## config.mk

```make
export PLATFORM = sky130hd
export DESIGN_NAME = symbol_rng_level2
export DESIGN_NICKNAME = d
export VERILOG_FILES = /design/src/rtl/game_pkg.sv /design/src/rtl/lfsr8.sv /design/src/rtl/symbol_rng_level2.sv
export SDC_FILE = /design/constraint.sdc
export NUM_CORES = 1
export LEC_CHECK = 0
export CORE_ASPECT_RATIO = 0.6
export CORE_UTILIZATION = 25
export CTS_BUF_LIST = sky130_fd_sc_hd__clkbuf_16
export CTS_CLUSTER_SIZE = 28
export DETAILED_ROUTE_END_ITERATION = 8
export PLACE_DENSITY = 0.45
export SLEW_MARGIN = 20
export SYNTH_ARGS = -nofsm -noshare
export SYNTH_HDL_FRONTEND = slang
export SYNTH_SLANG_ARGS = --single-unit
```

## constraint.sdc

```tcl
create_clock -name clock -period 2.62 [get_ports clock]
set_input_delay 0.262 -clock clock [delete_from_list [all_inputs] [get_ports clock]]
set_output_delay 0.262 -clock clock [all_outputs]
set_load 0.02 [all_outputs]
```

## src/rtl/game_pkg.sv

```systemverilog
// Shared level-2 game definitions: FSM state encodings, default encoder key and
// the symbol encoder used by the RNG and by any scorer model.
package game_pkg;

    typedef enum logic [1:0] {
        ST_IDLE      = 2'b00,
        ST_DRAW      = 2'b01,
        ST_LOAD_HOLD = 2'b10,
        ST_READY     = 2'b11
    } state_e;

    localparam logic [3:0] DEFAULT_KEY = 4'b1010;

    // enc(s) = rotate-left-by-one of (s ^ key)
    function automatic logic [3:0] enc(input logic [3:0] s, input logic [3:0] key);
        logic [3:0] t;
        t = s ^ key;
        return {t[2:0], t[3]};
    endfunction

endpackage

```

## src/rtl/lfsr8.sv

```systemverilog
// Free-running 8-bit Fibonacci LFSR (taps 8,6,5,4) that reseeds on reset and
// escapes the all-zero lock-up state by reloading SEED.
module lfsr8 #(
    parameter logic [7:0] SEED = 8'hA5
) (
    input  logic       clock,
    input  logic       reset,
    output logic [7:0] q
);

    logic [7:0] lfsr_q;
    logic [7:0] lfsr_d;

    always_comb begin
        if (lfsr_q == '0) begin
            lfsr_d = SEED;
        end else begin
            lfsr_d = {lfsr_q[6:0], lfsr_q[7] ^ lfsr_q[5] ^ lfsr_q[4] ^ lfsr_q[3]};
        end
    end

    always_ff @(posedge clock) begin
        if (!reset) begin
            lfsr_q <= SEED;
        end else begin
            lfsr_q <= lfsr_d;
        end
    end

    assign q = lfsr_q;

endmodule

```

## src/rtl/symbol_rng_level2.sv

```systemverilog
// Level-2 symbol source: draws a non-repeating 4-bit symbol on request, presents
// it with its encrypted code for a fixed load window, and counts game rounds.
module symbol_rng_level2
    import game_pkg::*;
#(
    parameter logic [7:0]  SEED        = 8'hA5,
    parameter logic [3:0]  KEY         = DEFAULT_KEY,
    parameter int unsigned HOLD_CYCLES = 50_000_000,
    parameter int unsigned HOLD_W      = 26,
    parameter int unsigned ROUNDS      = 20
) (
    input  logic       clock,
    input  logic       reset,
    input  logic       clear,
    input  logic       gen_req,
    output logic [3:0] symbol,
    output logic [3:0] rng_op,
    output logic       rng_load,
    output logic [7:0] round_cnt,
    output logic       game_done
);

    logic [7:0]        lfsr;
    logic [3:0]        cand;
    state_e            state_q,    state_d;
    logic [3:0]        symbol_q,   symbol_d;
    logic [3:0]        rng_op_q,   rng_op_d;
    logic              rng_load_q, rng_load_d;
    logic [HOLD_W-1:0] hold_q,     hold_d;
    logic [7:0]        round_q,    round_d;
    logic              done_q,     done_d;

    lfsr8 #(.SEED(SEED)) u_lfsr (
        .clock (clock),
        .reset (reset),
        .q     (lfsr)
    );

    // Fall back to the upper nibble, then to symbol+1, so a draw never repeats.
    always_comb begin
        cand = lfsr[3:0];
        if (cand == symbol_q) begin
            cand = lfsr[7:4];
            if (cand == symbol_q) begin
                cand = symbol_q + 4'd1;
            end
        end
    end

    always_comb begin
        state_d    = state_q;
        symbol_d   = symbol_q;
        rng_op_d   = rng_op_q;
        rng_load_d = rng_load_q;
        hold_d     = hold_q;
        round_d    = round_q;
        done_d     = done_q;
        case (state_q)
            ST_IDLE, ST_READY: begin
                if (gen_req && !done_q) begin
                    state_d = ST_DRAW;
                end
            end
            ST_DRAW: begin
                symbol_d   = cand;
                rng_op_d   = enc(cand, KEY);
                rng_load_d = 1'b1;
                hold_d     = HOLD_W'(HOLD_CYCLES - 1);
                round_d    = round_q + 8'd1;
                done_d     = ((round_q + 8'd1) == 8'(ROUNDS));
                state_d    = ST_LOAD_HOLD;
            end
            ST_LOAD_HOLD: begin
                if (hold_q == '0) begin
                    rng_load_d = 1'b0;
                    state_d    = ST_READY;
                end else begin
                    hold_d = hold_q - 1'b1;
                end
            end
            default: begin
                state_d    = ST_IDLE;
                symbol_d   = '0;
                rng_op_d   = '0;
                rng_load_d = 1'b0;
                hold_d     = '0;
                round_d    = '0;
                done_d     = 1'b0;
            end
        endcase
    end

    always_ff @(posedge clock) begin
        if (!reset || clear) begin
            state_q    <= ST_IDLE;
            symbol_q   <= '0;
            rng_op_q   <= '0;
            rng_load_q <= 1'b0;
            hold_q     <= '0;
            round_q    <= '0;
            done_q     <= 1'b0;
        end else begin
            state_q    <= state_d;
            symbol_q   <= symbol_d;
            rng_op_q   <= rng_op_d;
            rng_load_q <= rng_load_d;
            hold_q     <= hold_d;
            round_q    <= round_d;
            done_q     <= done_d;
        end
    end

    assign symbol    = symbol_q;
    assign rng_op    = rng_op_q;
    assign rng_load  = rng_load_q;
    assign round_cnt = round_q;
    assign game_done = done_q;

endmodule

```

After elaboration in Yosys (flattened, before gate mapping)
Cells that the tools add are included.
{ "classes": {"n_eq_ne": 9, "addsub": 3, "n_reduce_logical": 13, "n_mux": 9, "bitwise_logic": 5} }
{ "ops": {"columns": ["operator", "count"], "rows": [
  ["case mux 26 bit (2 select lines)", 1],
  ["zero test 26 bit", 1],
  ["2-to-1 mux 26 bit", 1],
  ["subtractor 26 x 1 -> 26 bit, second input constant", 1],
  ["adder 8 x 1 -> 8 bit, second input constant", 1],
  ["== test 4 bit", 2],
  ["== test 8 x 5 -> 1 bit, second input constant", 1],
  ["zero test 8 bit", 1],
  ["2-to-1 mux 4 bit", 2],
  ["!= test 2 bit, second input constant", 3],
  ["case mux 2 bit (3 select lines)", 1],
  ["AND reduction 2 bit", 3],
  ["adder 4 x 1 -> 4 bit, second input constant", 1],
  ["== test 2 bit, second input constant", 2],
  ["2-to-1 mux 2 bit", 2],
  ["OR reduction 2 bit", 2],
  ["bitwise XOR 1 bit", 3],
  ["== test 2 x 1 -> 1 bit, second input constant", 1],
  ["zero test 1 bit", 2],
  ["zero test 2 bit", 1],
  ["inverter 2 bit", 1],
  ["case mux 1 bit (2 select lines)", 1],
  ["nonzero test 2 bit", 1],
  ["logical AND 1 bit", 1],
  ["3 further kinds", 3]
]} }
{ "word_totals": {"regBits": 54, "in_bits": 4, "elab_cells": 47} }

Longest topological paths before layout
Gate-level depths: netlist (run 1).
{ "depth": {"ltp_word": 4, "ltp_mapped": 9} }

By module
From an unflattened synthesis (run 1), not the netlist that was laid out.
{ "unflattened": {"cells_unflattened": 304, "hier_area_um2": 2676.3} }
{ "modules_own_cells": {"columns": ["module", "area_each_um2", "cells_per_inst", "n_inst"], "rows": [
  ["symbol_rng_level2", 2413.6, 282, 1],
  ["lfsr8", 262.8, 22, 1]
]} }

Worst setup path after synthesis (run 1)
No wires, ideal clock.
{ "synth_timing": {"kind": "register to register", "start": "reg hold_q[0]", "end": "reg hold_q[22]", "stages_incl_launch_ff": 9, "setup_slack_ps": 35, "arrival_ps": 2515, "n_path_buf": 1, "t_required_ps": 2550, "period_less_slack_ps": 2585, "cell_sequence": "dfxtp_1 inv_1 ha_1 or4b_2 or4_4 buf_6 or4b_1 xor2_1 a21oi_1"} }
{ "synth_via": {"elab_chain_cells": 3} }
{ "synth_lines": {"columns": ["element", "line", "text"], "rows": [
  ["start: declaration", "symbol_rng_level2.sv:29", "logic [HOLD_W-1:0] hold_q, hold_d;"],
  ["start signal: assignment", "symbol_rng_level2.sv:107", "hold_q <= hold_d;"],
  ["subtractor 26 x 1 -> 26 bit / zero test 26 bit (equally long branches)", "symbol_rng_level2.sv:78, symbol_rng_level2.sv:74", null],
  ["2-to-1 mux 26 bit / != test 2 bit (equally long branches)", null, null],
  ["case mux 26 bit (2 select lines) / AND reduction 2 bit (equally long branches)", null, null]
]} }
Several ways; a longest one is shown, not always the timed one. The select of a mux whose other input is x is not followed.
A chain may end at the register's enable or synchronous reset.

Worst setup path in the final report (run 1)
{ "layout_timing": {"start": "reg hold_q[5]", "end": "reg hold_q[17]"} }
The elaborated chain is that of the path after synthesis.

==> metrics.csv, run 1 <==
metric;value;unit
Setup crit start kind;register;
Layout Nets;351;
VDD IR max;0.252;mV
Yosys Warn Count;0;
number of synthesized register bits;52;
Pleak;0.00124;uW
total power;1910;uW
I/O pin count;22;
Routed WL;6800;um
largest net degree at the start of global routing;22;
CP top delay family;simple AND/OR/NAND/NOR gates;
First-pass DRT Iterations;4;
WP data required;2.85;ns
Syn Nets;320;
clock slew at reported path FFs;0.07;ns
status;completed;
DRC viols;0;
Period minus WS final;2.48;ns
Peak Freq;404;MHz
post-synth cell types;46;
pwr dens;581;nW/um2
ys async rst share;0;
fraction of layout cells with a size suffix above 1;0.132;
CP max FO;5;
Hold Violations, Final;0;
Clock Skews;0.00433;ns
Slew @ Worst Pin;0.591;ns
Vias;2338;
H-tree Lvls;2;
critical path arrival;2.70;ns
hold buffers post-CTS;0;
slowest stage cell, crit path;or4_4;
CTS root buffer;clkbuf_16;
EDFF count, synth;0;
clock latency at the later pin of the worst-skew pair;0.29;ns
CTS tree;built;
Rel. slew slack;0.602;
synth-to-layout area growth;22.9;%
setup violators final;0;
die area;11200;um2
vias in the first global route;2143;
post-placement cell area;3120;um2
Row Count;28;
RSZ-0062 raised after global routing;false;
CTS buffer count;5;
number of diodes;0;
Clock Tree Buf Depth;2;
syn avg cell area;8.68;um2
Top cell by count, worst path;or4_1;
Core Region;10100;um2
Synth Cell Area;2680;um2
Final Max Slew Viols;0;
initial DRC count;184;
Num Clock Sinks;52;
Seq/Total Area, Yosys;0.388;
DP Worst Slack;0.0841;ns
Syn Inst Count;309;
die width;136;um
Vias/cell;4.91;
Final WS setup;0.144;ns
initial antenna violation count;0;
Largest stage delay, worst path;0.58;ns
Design Area, Final;3300;um2
routed wire length per instance;14.3;um
final worst-path cycle share;0.945;
GRT Residual Overflow;0;
Buf+Inv Stages, Crit Path;0;
maxcap violations;0;
GRT Total Usage;0.135;
Die Height;82.2;um
DP HPWL;4960;um
I/O Buffers;21;
Main synth FF type;dfxtp_1;
Initial Utilization;0.265;
global-route wire length before repair;11500;um
type of the worst min-delay path;register to register;
Fin Setup TNS;0;ns
Final Util;0.326;
Routed Antenna Nets;0;
Cell Chain, Critical Path;or4_4, or3_1, or4_1, or4_1, a31oi_1;
GPL Wtd Cong;0.787;
Setup CP Type;register to register;
CP Capture Type;register;
-- logic make-up (layout without fill, tap and decap cells) --
logic type	after synthesis	in the layout	synth area share
AO/OA/AOI/OAI	64	64	0.159
XOR/XNOR	31	31	0.101
adder cells (fa/ha/maj)	7	7	0.0326
buffers and inverters	27	59	0.0443
flip-flops	52	52	0.388
multiplexers	6	6	0.0233
AND/OR/NAND/NOR	122	122	0.252
-- per-layer routing --
metal / vias to the layer above / GRT usage / part of all wire
met3: 7 / 0.0342 / 0.032
li1: 1199 / - / -
met2: 37 / 0.169 / 0.35
met5: - / 0 / 0
met1: 1095 / 0.212 / 0.60
met4: 0 / 0.0393 / 0.010
-- area by class of cell --
| cell class | count | area, um2 |
|---|---|---|
| flip-flops and latches | 52 | 1040 |
| multi-input cells | 230 | 1540 |
| inverters | 8 | 30.0 |
| clock buffers | 5 | 125 |
| repair buffers | 43 | 375 |
| fillers | 1052 | 6830 |
| clock inverters | 3 | 13.8 |
| well taps | 135 | 169 |
-- final timing paths --
path,start,to,slack [ns],cells past startpoint
hold reg to reg,hold_q[10],hold_q[10],0.48,1
hold / removal,hold_q[10],hold_q[10],0.48,1
setup / recovery,hold_q[5],hold_q[17],0.14,5
setup reg to reg,hold_q[5],hold_q[17],0.14,5
-- repair_timing --
action,4_1_cts,5_1_grt
setup endpoints to repair,0,7
gates resized for setup,0,5
buffers inserted,0,2
-- metrics by stage --
stage / hold slack, ns / cells
after global placement: 0.461 / 466
after detailed placement: 0.468 / 466
final: 0.481 / 476
after CTS: 0.485 / 474
after floorplan: 0.334 / 309
after global routing: 0.503 / 476
-- synth_stat cells, drive strengths merged (3+ instances only) --
master,n,area (um2)
nor2,20,75.1
or3,6,37.5
o31ai,7,52.6
a31oi,10,62.6
clkbuf,11,41.3
nand4,7,43.8
nor2b,4,25.0
a311oi,3,26.3
and2,5,31.3
nand3,5,25.0
xnor2,4,35.0
o21ai,8,40.0
nand2,20,75.1
a21oi,16,80.1
dfxtp,52,1040
xor2,27,236
inv,8,30.0
or4,11,86.3
or2,8,50.1
nor3,15,75.1
nand2b,3,18.8
buf,8,47.5
or4b,3,30.0
nor4,7,43.8
and3,4,25.0
o2111ai,3,26.3
ha,7,87.6
mux2i,4,40.0
o211ai,6,45.0
-- worst reg2reg max path: cells and delay by family, from the launching register on --
family,cells,cell delay [ns]
flops,1,0.35
simple gates,4,1.90
compound gates,1,0.16
-- sequential cells by signal (all words and copies together), names as in the netlist --
name	flops
hold_q	26
round_cnt	8
u_lfsr.q	8
symbol	4
rng_op	2
state_q	2
game_done	1
rng_load	1
-- report_power, final --
| part | switching [uW] | leakage (uW) | total, uW | internal, uW |
|---|---|---|---|---|
| registers | 41.6 | 0.000423 | 866 | 824 |
| logic | 222 | 0.000747 | 400 | 178 |
| clock network | 300 | 0.0000710 | 648 | 348 |
| total | 563 | 0.00124 | 1910 | 1350 |
-- placed cells by master (no fill, tap or decap), drive strengths merged, types with 3 or more instances in the layout --
cell type,Yosys,layout
and3,4,4
or3,6,6
nor3,15,15
nand2,20,20
nand4,7,7
a31oi,10,10
nand3,5,5
a21oi,16,16
nor4,7,7
or4b,3,3
clkdlybuf4s50,0,21
xnor2,4,4
clkinv,0,3
mux2i,4,4
a311oi,3,3
nor2b,4,4
or4,11,11
ha,7,7
or2,8,8
nor2,20,20
inv,8,8
xor2,27,27
and2,5,5
o2111ai,3,3
o31ai,7,7
nand2b,3,3
clkbuf,11,5
dfxtp,52,52
o211ai,6,6
o21ai,8,8
buf,8,22
(Power assumes the default switching activity.)
==> inputs of run 2 (changes only) <==
--- a/config.mk
+++ b/config.mk
@@ -5,12 +5,14 @@
 export SDC_FILE = /design/constraint.sdc
 export NUM_CORES = 1
 export LEC_CHECK = 0
+export CELL_PAD_IN_SITES_DETAIL_PLACEMENT = 1
+export CELL_PAD_IN_SITES_GLOBAL_PLACEMENT = 1
 export CORE_ASPECT_RATIO = 0.6
 export CORE_UTILIZATION = 25
 export CTS_BUF_LIST = sky130_fd_sc_hd__clkbuf_16
-export CTS_CLUSTER_SIZE = 28
+export CTS_CLUSTER_SIZE = 30
 export DETAILED_ROUTE_END_ITERATION = 8
-export PLACE_DENSITY = 0.45
+export PLACE_DENSITY = 0.55
 export SLEW_MARGIN = 20
 export SYNTH_ARGS = -nofsm -noshare
 export SYNTH_HDL_FRONTEND = slang
==> run 2 against run 1 <==
Against the previous run:
- power grew 7.5%
- clock skew is essentially flat
- worst setup slack lost 0.042 ns
- maximum frequency shrank 1.7%
- critical path depth is the same
- largest power group unchanged
- clock power grew 18%
- count of clock-buffer cells in the layout is the same
- global-route usage grew 1.4 points
- utilization grew 0.58 points
- combinational power grew 5.7%
- design area grew 1.8%
- worst hold slack lost 0.0034 ns
==> metrics.csv, run 2 (synthesized netlist as in run 1, its figures left out) <==
metric;value;unit
status;completed;
type of the worst min-delay path;register to register;
fraction of layout cells with a size suffix above 1;0.140;
initial antenna violation count;0;
Die Height;82.2;um
vias in the first global route;2314;
synth-to-layout area growth;25.0;%
Fin Setup TNS;0;ns
First-pass DRT Iterations;4;
Vias;2406;
Period minus WS final;2.52;ns
number of diodes;0;
routed wire length per instance;15.8;um
Most flops, register;hold_q;
Peak Freq;397;MHz
Setup crit start kind;register;
initial DRC count;138;
I/O Buffers;21;
H-tree Lvls;2;
Num Clock Sinks;52;
Setup CP Type;register to register;
CTS root buffer;clkbuf_16;
number of flip-flops in the largest register;26;
GPL Wtd Cong;0.791;
Hold Violations, Final;0;
final worst-path cycle share;0.961;
Core Region;10100;um2
CTS tree;built;
CTS buffer count;5;
critical path arrival;2.74;ns
Routed Antenna Nets;0;
CP max FO;5;
Initial Utilization;0.265;
clock latency at the later pin of the worst-skew pair;0.29;ns
WP data required;2.85;ns
Row Count;28;
hold buffers post-CTS;0;
DP HPWL;5580;um
clock slew at reported path FFs;0.07;ns
Rel. slew slack;0.591;
global-route wire length before repair;12700;um
pwr dens;613;nW/um2
Placed Instances;471;
VDD IR max;0.232;mV
Clock Skews;0.00393;ns
Final Max Slew Viols;0;
commonest non-fill, non-tap cell in the layout;dfxtp_1;
RSZ-0062 raised after global routing;false;
Final WS setup;0.102;ns
Slew @ Worst Pin;0.613;ns
setup violators final;0;
CP Capture Type;register;
DRC viols;0;
largest net degree at the start of global routing;24;
Routed WL;7590;um
maxcap violations;0;
final cell count without fillers;479;
die area;11200;um2
Clock Tree Buf Depth;2;
DP Worst Slack;-0.0739;ns
most frequent cells in the layout;dfxtp_1 (52), xor2_1 (27), buf_4 (24), clkdlybuf4s50_1 (21);
I/O pin count;22;
Vias/cell;5.02;
Pleak;0.00127;uW
GRT Total Usage;0.149;
Layout Nets;354;
die width;136;um
GRT Residual Overflow;0;
run 2: power breakdown:
group          switching [uW]  internal, uW
Sequential               44.5           824
Clock                     316           450
Combinational             237           186
run 2: final timing paths:
path | cells after the start | to | slack (ns) | startpoint
worst max-delay path | 5 | hold_q[17] | 0.10 | hold_q[5]
worst min-delay path | 1 | hold_q[10] | 0.48 | hold_q[10]
worst max register to register | 5 | hold_q[17] | 0.10 | hold_q[5]
worst min register to register | 1 | hold_q[10] | 0.48 | hold_q[10]
run 2: critical path: stages (launching register included):
cell	delay, ns
dfxtp_1	0.36
or4_4	0.59
or3_1	0.41
or4_1	0.50
or4_1	0.43
a31oi_1	0.16
run 2: layout make-up:
class / count / area (um2)
Clock buffer: 5 / 125
Clock inverter: 3 / 42.5
Fill cell: 1175 / 6770
Inverter: 8 / 30.0
Multi-Input combinational cell: 230 / 1540
Sequential cell: 52 / 1040
Tap cell: 135 / 169
Timing Repair Buffer: 46 / 410
run 2: what timing repair did:
item,in CTS,in global routing
pin swaps,0,0
buffers inserted,0,0
resized for setup,1,2
endpoints found under the setup margin,1,7
run 2: routing by layer:
metal	wire, um	track usage
met5	0	0
met4	61	0.0337
met3	218	0.0317
met1	4480	0.231
met2	2830	0.202
run 2: metrics by stage:
stage / hold WS, ns / total power, uW / util / area, um2
after global placement: 0.453 / 1290 / 0.313 / 3170
after CTS: 0.474 / 2070 / 0.331 / 3350
after detailed placement: 0.458 / 1300 / 0.313 / 3170
after floorplan: 0.334 / 1130 / - / 2680
after global routing: 0.498 / 2170 / 0.331 / 3350
final: 0.478 / 2060 / 0.331 / 3350
==> inputs of run 3 (changes only) <==
--- a/config.mk
+++ b/config.mk
@@ -16,4 +16,5 @@
 export SLEW_MARGIN = 20
 export SYNTH_ARGS = -nofsm -noshare
 export SYNTH_HDL_FRONTEND = slang
+export SYNTH_HIERARCHICAL = 1
 export SYNTH_SLANG_ARGS = --single-unit
==> run 3 against run 2 <==
Against the previous run:
- maximum frequency increased by 1.2%
- synthesized cell count decreased by 1.6%
- power decreased by 3.2%
- die area decreased by 0.23%
- critical path type unchanged
- utilization decreased by 0.25 points
- highest routed layer unchanged
==> metrics.csv, run 3 <==
metric;value;unit
GRT Total Usage;0.147;
Vias;2378;
ys async rst share;0;
top cells by area, synth;dfxtp_1 (39%), xor2_1 (7.2%), a21oi_1 (3.9%), ha_1 (3.3%), xnor2_1 (3.3%);
setup violators final;0;
Final WS setup;0.132;ns
die width;136;um
Slew @ Worst Pin;0.859;ns
RSZ-0062 raised after global routing;false;
pwr dens;598;nW/um2
largest net degree at the start of global routing;22;
DP Worst Slack;-0.00574;ns
total power;1990;uW
DR top layer;met4;
critical path arrival;2.71;ns
Syn Inst Count;304;
Core Region;10100;um2
slowest stage cell, crit path;or4_4;
Clock Skews;0.00454;ns
number of diodes;0;
Peak Freq;402;MHz
synth-to-layout area growth;24.4;%
status;completed;
GRT Residual Overflow;0;
Syn Nets;315;
top-count cell post-synth;dfxtp_1;
Worst Hold Slack;0.475;ns
Clock Tree Buf Depth;2;
global-route wire length before repair;12500;um
Final Util;0.329;
DP HPWL;5680;um
I/O Buffers;21;
Layout Nets;352;
Routed Antenna Nets;0;
CP top delay family;simple AND/OR/NAND/NOR gates;
VDD IR max;0.342;mV
CP Capture Type;register;
Vias/cell;4.99;
die area;11100;um2
Row Count;28;
type of the worst min-delay path;register to register;
fraction of layout cells with a size suffix above 1;0.129;
Main synth FF type;dfxtp_1;
vias in the first global route;2285;
Num Clock Sinks;52;
Synth area leader;dfxtp_1;
GPL Wtd Cong;0.773;
Synth top cells by count;dfxtp_1 (52), nor2_1 (22), xor2_1 (22);
First-pass DRT Iterations;4;
met3 WL;165;um
Most flops, register;hold_q;
initial DRC count;155;
maxcap violations;0;
Routed WL;7560;um
routed wire length per instance;15.8;um
Cell Chain, Critical Path;inv_1, ha_2, or4b_4, or4_4, or3_1, or3_1, a21oi_1;
EDFF count, synth;0;
DRC viols;0;
CTS tree;built;
Hold Violations, Final;0;
most frequent cells in the layout;dfxtp_1 (52), buf_4 (23), nor2_1 (22), xor2_1 (22);
Pleak;0.00121;uW
initial antenna violation count;0;
Synth Cell Area;2680;um2
H-tree Lvls;2;
Yosys top cell area share;0.389;
Seq/Total Area, Yosys;0.389;
Setup CP Type;register to register;
final worst-path cycle share;0.950;
Setup crit start kind;register;
WP data required;2.85;ns
post-synth cell types;49;
CTS root buffer;clkbuf_16;
number of synthesized register bits;52;
Die Height;82.1;um
CP max FO;8;
metal2 WL;2680;um
M1 WL;4660;um
Yosys Warn Count;6;
Initial Utilization;0.264;
clock latency at the later pin of the worst-skew pair;0.30;ns
Fill cells;1186;
Top cell by count, worst path;or3_1;
Rel. slew slack;0.425;
CTS buffer count;5;
Buf+Inv Stages, Crit Path;1;
commonest non-fill, non-tap cell in the layout;dfxtp_1;
I/O pin count;22;
Placed Instances;469;
Largest stage delay, worst path;0.49;ns
syn avg cell area;8.80;um2
number of flip-flops in the largest register;26;
final cell count without fillers;477;
Final Max Slew Viols;0;
clock slew at reported path FFs;0.07;ns
Period minus WS final;2.49;ns
run 3: cell count changes after synthesis, moves of 5 or more:
| cell | before | now |
|---|---|---|
| or2_2 | 8 | 1 |
| a21oi_1 | 16 | 21 |
| xnor2_1 | 4 | 10 |
| or3_1 | 6 | 11 |
| xor2_1 | 27 | 22 |
run 3: area by class of cell:
type                    count  area (um2)  area share
multi-input cells         229        1540       0.462
repair buffers             44         383       0.115
clock buffers               5         125      0.0376
well taps                 135         169      0.0507
inverters                   9        33.8      0.0101
clock inverters             3        38.8      0.0116
flip-flops and latches     52        1040       0.313
run 3: where the power goes:
part	switching, uW	total [uW]	internal [uW]
registers	42.8	866	823
logic	217	373	156
clock network	305	752	447
run 3: kinds of logic (layout without fill, tap and decap cells):
family / after synthesis / in the layout / synth area share
buffers and inverters: 23 / 61 / 0.0383
muxes: 7 / 7 / 0.0271
xor gates and xnor gates: 32 / 32 / 0.105
adders and majority gates: 7 / 7 / 0.0327
and+or+nand+nor: 115 / 115 / 0.240
AOI/OAI and AO/OA: 68 / 68 / 0.168
DFF: 52 / 52 / 0.389
run 3: per-stage QoR:
step                TNS (ns)  instance area [um2]
global placement           0                 3160
finish                     0                 3330
detailed placement  -0.00574                 3160
floorplan                  0                 2680
global route               0                 3330
CTS                        0                 3330
run 3: worst paths after layout:
| kind | from | end | slack, ns | depth (start not counted) |
|---|---|---|---|---|
| worst max register to register | hold_q[1] | hold_q[16] | 0.13 | 7 |
| worst min register to register | hold_q[11] | hold_q[11] | 0.48 | 2 |
| worst min-delay path | hold_q[11] | hold_q[11] | 0.48 | 2 |
| worst max-delay path | hold_q[1] | hold_q[16] | 0.13 | 7 |
run 3: worst min-delay path: cells and delay by family (launching register included):
kind / cells / cell delay (ns)
AO/OA/AOI/OAI: 1 / 0.05
flip-flops: 1 / 0.32
AND/OR/NAND/NOR: 1 / 0.06
run 3: timing repair:
item	CTS	global route
setup buffers	0	0
hold buffers	0	0
gates resized for setup	2	1
gates cloned	0	0
setup endpoints to repair	1	2
pin swaps	1	1
run 3: layer usage:
layer,track usage,vias to the layer above
li1,-,1196
met1,0.236,1153
met2,0.190,22
met3,0.0311,7
met4,0.0303,0
met5,0,-
